[config.mk]
export PLATFORM = sky130hd
export DESIGN_NAME = data_memory_arbiter
export DESIGN_NICKNAME = d
export VERILOG_FILES = /design/src/rtl/data_memory_pkg.sv /design/src/rtl/data_memory_arbiter_rr.sv /design/src/rtl/data_memory_arbiter.sv
export SDC_FILE = /design/constraint.sdc
export NUM_CORES = 1
export LEC_CHECK = 0
export CORE_AREA = 2 2 226 228
export DETAILED_ROUTE_END_ITERATION = 16
export DIE_AREA = 0 0 228 230
export SETUP_SLACK_MARGIN = 0.05
export SLEW_MARGIN = 20
export SYNTH_ARGS = -nofsm -noshare
export SYNTH_HDL_FRONTEND = slang
export SYNTH_SLANG_ARGS = --single-unit
[constraint.sdc]
create_clock -name Clock -period 1.9 [get_ports Clock]
set_input_delay 0.57 -clock Clock [delete_from_list [all_inputs] [get_ports Clock]]
set_output_delay 0.57 -clock Clock [all_outputs]
set_load 0.02 [all_outputs]
[src/rtl/data_memory_pkg.sv]
`default_nettype none
// ============================================================================
// Package     : data_memory_pkg
// Description : Shared types and default sizes for the data memory arbiter.
// Revision    : 1.0 - initial release
// ============================================================================
package data_memory_pkg;

  localparam int DEFAULT_DEPTH  = 64;
  localparam int DEFAULT_DATA_W = 64;
  localparam int DEFAULT_ADDR_W = 64;

  // Controller sequencing states
  typedef enum logic [2:0] {
    ST_IDLE     = 3'd0,
    ST_WR       = 3'd1,
    ST_RD_ISSUE = 3'd2,
    ST_RD_DATA  = 3'd3,
    ST_ERR      = 3'd4
  } state_t;

  // Identifies which of the two requesters owns the current access
  typedef logic requester_id_t;

endpackage : data_memory_pkg
`default_nettype wire

[src/rtl/data_memory_arbiter_rr.sv]
`default_nettype none
// ============================================================================
// Module      : rr_arbiter_2
// Description : Two-way round-robin arbiter. On a tie the requester that was
//               not granted last wins; a lone request always wins.
// Revision    : 1.0 - initial release
// ============================================================================
module rr_arbiter_2
  import data_memory_pkg::*;
(
  input  logic          clk,
  input  logic          rst_n,
  input  logic          enable,
  input  logic [1:0]    req,
  output logic          grant_valid,
  output requester_id_t grant
);

  // Starts at 1 so requester 0 wins the first tie after reset
  requester_id_t last_gnt;

  // Pick the winner from the current requests and grant history
  always_comb begin
    grant = 1'b0;
    if (req == 2'b11) begin
      grant = ~last_gnt;
    end else if (req[1]) begin
      grant = 1'b1;
    end
    grant_valid = enable & (|req);
  end

  // Remember every grant, including ones that later end in an error
  always_ff @(posedge clk or negedge rst_n) begin
    if (!rst_n) begin
      last_gnt <= 1'b1;
    end else if (grant_valid) begin
      last_gnt <= grant;
    end
  end

endmodule : rr_arbiter_2
`default_nettype wire

[src/rtl/data_memory_arbiter.sv]
`default_nettype none
// ============================================================================
// Module      : data_memory_arbiter
// Description : Shares one single-port data memory between a CPU port (0) and
//               a DMA/debug port (1). Sequences the memory's falling-edge
//               write / rising-edge registered read and blocks out-of-range
//               addresses from ever reaching the array.
// Revision    : 1.0 - initial release
// ============================================================================
module data_memory_arbiter
  import data_memory_pkg::*;
#(
  parameter int DEPTH  = DEFAULT_DEPTH,
  parameter int DATA_W = DEFAULT_DATA_W,
  parameter int ADDR_W = DEFAULT_ADDR_W
) (
  input  logic              Clock,
  input  logic              ResetN,
  input  logic              Req0,
  input  logic              Write0,
  input  logic [ADDR_W-1:0] Addr0,
  input  logic [DATA_W-1:0] WData0,
  output logic              Ack0,
  output logic              Err0,
  output logic [DATA_W-1:0] RData0,
  input  logic              Req1,
  input  logic              Write1,
  input  logic [ADDR_W-1:0] Addr1,
  input  logic [DATA_W-1:0] WData1,
  output logic              Ack1,
  output logic              Err1,
  output logic [DATA_W-1:0] RData1,
  output logic [ADDR_W-1:0] MemAddress,
  output logic [DATA_W-1:0] MemWriteData,
  output logic              MemRead,
  output logic              MemWrite,
  input  logic [DATA_W-1:0] MemReadData
);

  state_t        state;
  state_t        state_nxt;
  requester_id_t owner;
  logic          write_flag;

  logic          grant_valid;
  requester_id_t grant;
  logic              sel_write;
  logic [ADDR_W-1:0] sel_addr;
  logic [DATA_W-1:0] sel_wdata;
  logic              addr_bad;

  // The arbiter only looks at requests while the memory is free
  rr_arbiter_2 u_arb (
    .clk         (Clock),
    .rst_n       (ResetN),
    .enable      (state == ST_IDLE),
    .req         ({Req1, Req0}),
    .grant_valid (grant_valid),
    .grant       (grant)
  );

  // Steer the winning requester's fields toward the latch registers
  always_comb begin
    sel_write = Write0;
    sel_addr  = Addr0;
    sel_wdata = WData0;
    if (grant) begin
      sel_write = Write1;
      sel_addr  = Addr1;
      sel_wdata = WData1;
    end
  end

  // Full-width unsigned compare: all-ones must be rejected too
  assign addr_bad = (sel_addr >= ADDR_W'(DEPTH));

  // Next-state decode for the access sequencer
  always_comb begin
    state_nxt = state;
    case (state)
      ST_IDLE: begin
        if (grant_valid) begin
          if (addr_bad) begin
            state_nxt = ST_ERR;
          end else if (sel_write) begin
            state_nxt = ST_WR;
          end else begin
            state_nxt = ST_RD_ISSUE;
          end
        end
      end
      ST_RD_ISSUE: state_nxt = ST_RD_DATA;
      ST_WR,
      ST_RD_DATA,
      ST_ERR:      state_nxt = ST_IDLE;
      default:     state_nxt = ST_IDLE;
    endcase
  end

  // State register; reset aborts any access in flight immediately
  always_ff @(posedge Clock or negedge ResetN) begin
    if (!ResetN) begin
      state <= ST_IDLE;
    end else begin
      state <= state_nxt;
    end
  end

  // Capture owner and request fields at grant so later changes are ignored
  always_ff @(posedge Clock or negedge ResetN) begin
    if (!ResetN) begin
      owner        <= 1'b0;
      write_flag   <= 1'b0;
      MemAddress   <= '0;
      MemWriteData <= '0;
    end else if (grant_valid) begin
      owner        <= grant;
      write_flag   <= sel_write;
      MemAddress   <= sel_addr;
      MemWriteData <= sel_wdata;
    end
  end

  // Memory strobes come straight from the state register so they can never
  // overlap and fall as soon as reset asserts
  assign MemRead  = (state == ST_RD_ISSUE);
  assign MemWrite = (state == ST_WR);

  // Route completion, error and read data to the owning requester only
  always_comb begin
    logic ack_any;
    logic rd_done;
    ack_any = (state == ST_WR) || (state == ST_RD_DATA) || (state == ST_ERR);
    rd_done = (state == ST_RD_DATA) && !write_flag;
    Ack0    = ack_any && (owner == 1'b0);
    Ack1    = ack_any && (owner == 1'b1);
    Err0    = (state == ST_ERR) && (owner == 1'b0);
    Err1    = (state == ST_ERR) && (owner == 1'b1);
    RData0  = (rd_done && (owner == 1'b0)) ? MemReadData : '0;
    RData1  = (rd_done && (owner == 1'b1)) ? MemReadData : '0;
  end

endmodule : data_memory_arbiter
`default_nettype wire

==> flow_metrics.tcl, run 1 <==
set metrics [dict create \
    worst-slew-pin-transition_ps 433.8 \
    power.density_nw_per_um2 725.5 \
    cts_made_buffers 17 \
    coreArea_sq_um 49860 \
    rr_endpoint "state[1]" \
    layout-area-overhead-vs-synth_pct 139.2 \
    synth_edf_count 0 \
    cp.required_ps 1330 \
    grt_overflow_total 0 \
    placed_cells 2254 \
    worst_slack_ps -580.1 \
    met1Wirelength_microns 17840 \
    portBuffers 587 \
    drive_gt1_share_pct 31.13 \
    yosysSeqAreaShare_pct 46.06 \
    syn_avg_cell_area_sq_um 7.781 \
    skew_ps 12.98 \
    ys_top_cells_by_count "nand2_1 (259), nor2_1 (139), dfrtp_1 (133)" \
    clkPwrFrac_pct 27.4 \
    wl_met2_microns 26080 \
    slew-limit-headroom_pct 70.86 \
    synth.distinct_cells 30 \
    clk_latency_ps 450 \
    viasPerCell 4.243 \
    die_h_microns 230 \
    gp_congestion 0.9871 \
    place_area_sq_um 15570 \
    crit_fanout 20 \
    htreeDepth 4 \
    io_pins 588 \
    drt-initial-drc-count 437 \
    leakage_nw 8.663 \
    fin_crit_sh_pct 130.5 \
    nets 1946 \
    post-route-cell-area_sq_um 17420 \
    clockBufferDepth 2 \
    p_sw_w 0.004530 \
    final.fill_count 5122 \
    reg2reg_from "u_arb.last_gnt" \
    cts.sinks 134 \
    multi_input_area_sq_um 4185 \
    synth_seq_cells 134 \
    wl_per_cell_microns 21.49 \
    synth_fp_nets 1262 \
    antenna_found_initial 4 \
    seqCellArea_sq_um 3354 \
    setup_violations 134 \
    initial_core_util_pct 14.61 \
    postRouteAntennaNets 0 \
    power_frac_comb_pct 41.8 \
    yosys.area.top_type "dfrtp_1" \
    crit_arrival_ps 1910 \
    grt_max_degree 56 \
    synth_most_common_cell "nand2_1" \
    grt_setup_unrepaired "yes" \
    fin_util_pct 34.94 \
    route.met3.wl_microns 3349 \
    via_count 9779 \
    grt_pass1_wl_microns 69080 \
    netlist_area_sq_um 7283 \
    num_rows 82 \
    timing.final.hold_violations 0 \
    syn_inst 936 \
    grt_usage_pct 17.96 \
    intPower_w 0.008111 \
    fmax_ghz 0.4032 \
    top_layer "met5" \
    violations "setup timing" \
    worstHoldPathType "in -> reg" \
    holdWs_ps 428.8 \
    chipWidth_microns 228 \
    totalWireLength_microns 49530 \
    drc 0 \
    grt_pass1_vias 10100 \
    tritoncts "yes" \
    period_needed_ps 2480 \
    place_hpwl_microns 39990 \
    ir_drop_mv 0.6291 \
    instances_no_fill 2305 \
    cap_violations 0 \
    crit_end "RData1[22]" \
    netlist.area_leader.share_pct 45.70 \
    criticalPathCategory "reg -> out" \
    drt_first_pass_iters 6 \
    yosys_warnings 0 \
    status "finished, violations left" \
    startpoint_type "flip-flop" \
    seqPwrFrac_pct 30.8 \
    synth_async_sr_flop_share_pct 100.0 \
    yosys-top-cells-area "dfrtp_1 (46%), nand2_1 (13%), a31oi_1 (11%), and3_1 (11%), nor2_1 (7.2%)" \
    ys.flop_type "dfrtp_1" \
    startpoint "write_flag" \
    switching_share_pct 35.84 \
    endpoint_kind "primary output" \
    die-area_sq_um 52440 \
    rr_worst_depth 6 \
    clkTransAtPathRegs_ps 60 \
    slew_viol_final 0 \
    r2r_slack_ps 210 \
    clock-root-buffer "clkbuf_16" \
]
flip-flops by register name, indices dropped and copies added (netlist names):
signal,cells
u_arb.last_gnt,1
write_flag,1
owner,1
MemWriteData,64
state,3
MemAddress,64
logic make-up after synthesis:
logic type             after synthesis  share of synthesized area, %
AOI/OAI and AO/OA                  138                         11.91
DFF                                134                         46.06
muxes                                3                        0.4123
buffers and inverters               88                         6.013
and+or+nand+nor                    573                         35.61
placed cells by master, fill, tap and decap left out, types with 64 or more instances in the layout:
cell,n
buf_4,151
a31oi_1,129
clkdlybuf4s50_1,260
nand2_1,258
buf_6,82
dfrtp_1,133
and3_2,69
nor2_1,137
dlymetal6s2s_1,181
buf_12,64
worst min path at each step:
stage | cells after the start | to | startpoint | slack (ps)
detailed placement | 1 | MemAddress[1] | ResetN | 470
CTS | 2 | MemAddress[28] | ResetN | 530
global placement | 1 | MemAddress[2] | ResetN | 460
finish | 3 | MemAddress[37] | Addr1[37] | 430
global route | 3 | MemAddress[37] | Addr1[37] | 430
floorplan | 0 | MemAddress[0] | ResetN | 270
through the flow:
step | setup WS (ps) | power [W] | setup TNS (ps)
finish | -580.1 | 0.01264 | -66750
global route | -630.9 | 0.01331 | -74820
CTS | -670.1 | 0.01285 | -94030
detailed placement | -996.5 | 0.009314 | -96800
global placement | -1267 | 0.009264 | -94130
floorplan | 39.85 | 0.005951 | 0
layer usage:
| metal | vias to the layer above | track usage (%) |
|---|---|---|
| met1 | 4670 | 18.29 |
| li1 | 4602 | - |
| met4 | 2 | 8.313 |
| met5 | - | 0 |
| met3 | 68 | 5.084 |
| met2 | 437 | 33.79 |
layout make-up:
type	instances	area share, %
clock inverter	12	0.8833
inverter	2	0.04309
tap	672	4.826
timing repair buffer	751	48.42
sequential	134	19.25
antenna	1	0.01436
clock buffer	19	2.542
multi-input combinational	714	24.02
critical path, stage by stage, from the launching register on:
cell,delay (ps)
dfrtp_1,370
and4bb_4,390
buf_12,160
buf_16,150
and3_2,260
buf_12,120
power by group through the flow:
stage          clock (W)  sequential (W)  combinational (W)
2_1_floorplan          0         0.00464            0.00131
3_3_place_gp           0         0.00394            0.00532
3_5_place_dp           0         0.00397            0.00535
4_1_cts          0.00356         0.00393            0.00536
5_1_grt          0.00367         0.00399            0.00566
6_report         0.00347         0.00389            0.00528
timing repair:
item | 4_1_cts | 5_1_grt
endpoints found under the hold margin | 17 | 0
resized for setup | 405 | 408
endpoints found under the setup margin | 254 | 265
pin swaps | 2 | 50
cloned | 1 | 5
hold buffers | 1 | 0
buffers inserted | 1 | 12
Note: power is estimated with default switching activity, not from simulation.
==> run 2, diff against run 1 <==
--- a/config.mk
+++ b/config.mk
@@ -9,7 +9,7 @@
 export DETAILED_ROUTE_END_ITERATION = 16
 export DIE_AREA = 0 0 228 230
 export SETUP_SLACK_MARGIN = 0.05
-export SLEW_MARGIN = 20
+export SLEW_MARGIN = 15
 export SYNTH_ARGS = -nofsm -noshare
 export SYNTH_HDL_FRONTEND = slang
 export SYNTH_SLANG_ARGS = --single-unit
==> flow_metrics.tcl, run 2 (synthesis gave the netlist of run 1 again) <==
set metrics [dict create \
    setup_violations 134 \
    worst-slew-pin-transition_ps 388.1 \
    cap_violations 0 \
    total_power_w 0.01254 \
    tritoncts "yes" \
    crit_fanout 5 \
    coreArea_sq_um 49860 \
    setup_tns_ps -67440 \
    instances_no_fill 2313 \
    largestRegisters "MemAddress x64, MemWriteData x64, state x3" \
    drt-initial-drc-count 334 \
    cp.required_ps 1330 \
    cts.sinks 134 \
    holdWs_ps 427.5 \
    wl_per_cell_microns 21.49 \
    antenna_found_initial 3 \
    criticalPathCategory "reg -> out" \
    fin_crit_sh_pct 131.9 \
    nets 1953 \
    grt_max_degree 56 \
    seqCellArea_sq_um 3354 \
    worst_slack_ps -605.4 \
    drc 0 \
    die-area_sq_um 52440 \
    die_h_microns 230 \
    crit_arrival_ps 1940 \
    clock-root-buffer "clkbuf_16" \
    fmax_ghz 0.3991 \
    grt_pass1_vias 10280 \
    period_needed_ps 2505 \
    via_count 9912 \
    slew_viol_final 0 \
    postRouteAntennaNets 0 \
    startpoint "state[2]" \
    endpoint_kind "primary output" \
    reg2reg_from "u_arb.last_gnt" \
    num_rows 82 \
    startpoint_type "flip-flop" \
    totalWireLength_microns 49700 \
    grt_usage_pct 18.10 \
    final.fill_count 5173 \
    skew_ps 12.68 \
    placed_cells 2254 \
    grt_setup_unrepaired "yes" \
    portBuffers 587 \
    multi_input_area_sq_um 4210 \
    violations "setup timing" \
    htreeDepth 4 \
    chipWidth_microns 228 \
    power.density_nw_per_um2 723.7 \
    clkTransAtPathRegs_ps 60 \
    status "finished, violations left" \
    grt_pass1_wl_microns 69680 \
    final_common_cell "clkdlybuf4s50_1" \
    ir_drop_mv 0.6298 \
    viasPerCell 4.285 \
    timing.final.hold_violations 0 \
    cts_made_buffers 17 \
    place_hpwl_microns 40000 \
    io_pins 588 \
    grt_overflow_total 0 \
    drt_first_pass_iters 4 \
    initial_core_util_pct 14.61 \
    min_from "Addr1[10]" \
    layout-area-overhead-vs-synth_pct 137.9 \
    slew-limit-headroom_pct 73.98 \
    final_cell_mix "clkdlybuf4s50_1 (272), nand2_1 (258), buf_4 (151)" \
    clockBufferDepth 2 \
    drive_gt1_share_pct 31.65 \
    gp_congestion 0.9871 \
    leakage_nw 8.230 \
    worstHoldPathType "in -> reg" \
    r2r_slack_ps 130 \
    clk_latency_ps 460 \
]
[run 2: cell types whose count changed in the layout (fill, tap and decap cells not counted), moves of 4 or more]
cell	delta
inv_6	+4
dlygate4sd2_1	+42
buf_6	+4
dlymetal6s2s_1	-56
clkdlybuf4s50_1	+12
and3_2	-14
and3_4	+17
[run 2: timing repair]
action / 4_1_cts / 5_1_grt
endpoints found under the hold margin: 17 / 0
setup endpoints to repair: 254 / 254
pin swaps: 26 / 30
resized for setup: 507 / 314
hold buffers: 1 / 0
buffers inserted: 8 / 11
cloned: 1 / 8
[run 2: metrics by stage]
stage	utilization (%)	cell area, sq um	worst slack, ps
detailed placement	31.20	15550	-1145
global placement	31.20	15550	-1267
global route	34.76	17330	-686.4
CTS	33.14	16520	-656.4
floorplan	-	7576	39.85
finish	34.76	17330	-605.4
[run 2: cell type report]
class	instances	area share [%]
diodes	1	0.01444
multi-input cells	714	24.29
clock buffers	20	2.693
inverters	2	0.04332
repair buffers	758	48.08
clock inverters	12	0.6642
well taps	672	4.852
flip-flops and latches	134	19.36
[run 2: metal layers]
metal,vias to the layer above,share of wire (%),global-route usage [%]
met5,-,0.054,0
met4,4,4.6,7.230
li1,4630,-,-
met2,462,53,34.66
met3,83,7.0,5.766
met1,4733,36,17.99
[run 2: final timing paths]
| check | to | cells after the start |
|---|---|---|
| setup / recovery | RData1[33] | 6 |
| hold / removal | MemAddress[10] | 3 |
| setup reg to reg | state[2] | 7 |
| hold reg to reg | MemAddress[19] | 2 |
| max in group asynchronous | MemAddress[12] | 3 |
| min in group asynchronous | MemAddress[2] | 2 |
[run 2: worst max-delay path, cell delays in order, from the launching register on]
cell       delay [ps]
dfrtp_1           380
and4bb_4          380
buf_6             140
buf_12            130
clkbuf_16         130
and3_4            200
buf_12            120
[run 2: power breakdown]
part	leakage (nW)	internal (W)	switching (W)	total, W
Sequential	1.51	0.00349	0.000407	0.00390
Combinational	6.43	0.00252	0.00276	0.00528
Clock	0.286	0.00192	0.00144	0.00336
==> run 3, diff against run 2 <==
--- a/config.mk
+++ b/config.mk
@@ -8,6 +8,7 @@
 export CORE_AREA = 2 2 226 228
 export DETAILED_ROUTE_END_ITERATION = 16
 export DIE_AREA = 0 0 228 230
+export HOLD_SLACK_MARGIN = 0.1
 export SETUP_SLACK_MARGIN = 0.05
 export SLEW_MARGIN = 15
 export SYNTH_ARGS = -nofsm -noshare
==> results of run 3 <==
No change in the layout: final DEF, timing and power equal those of run 2.
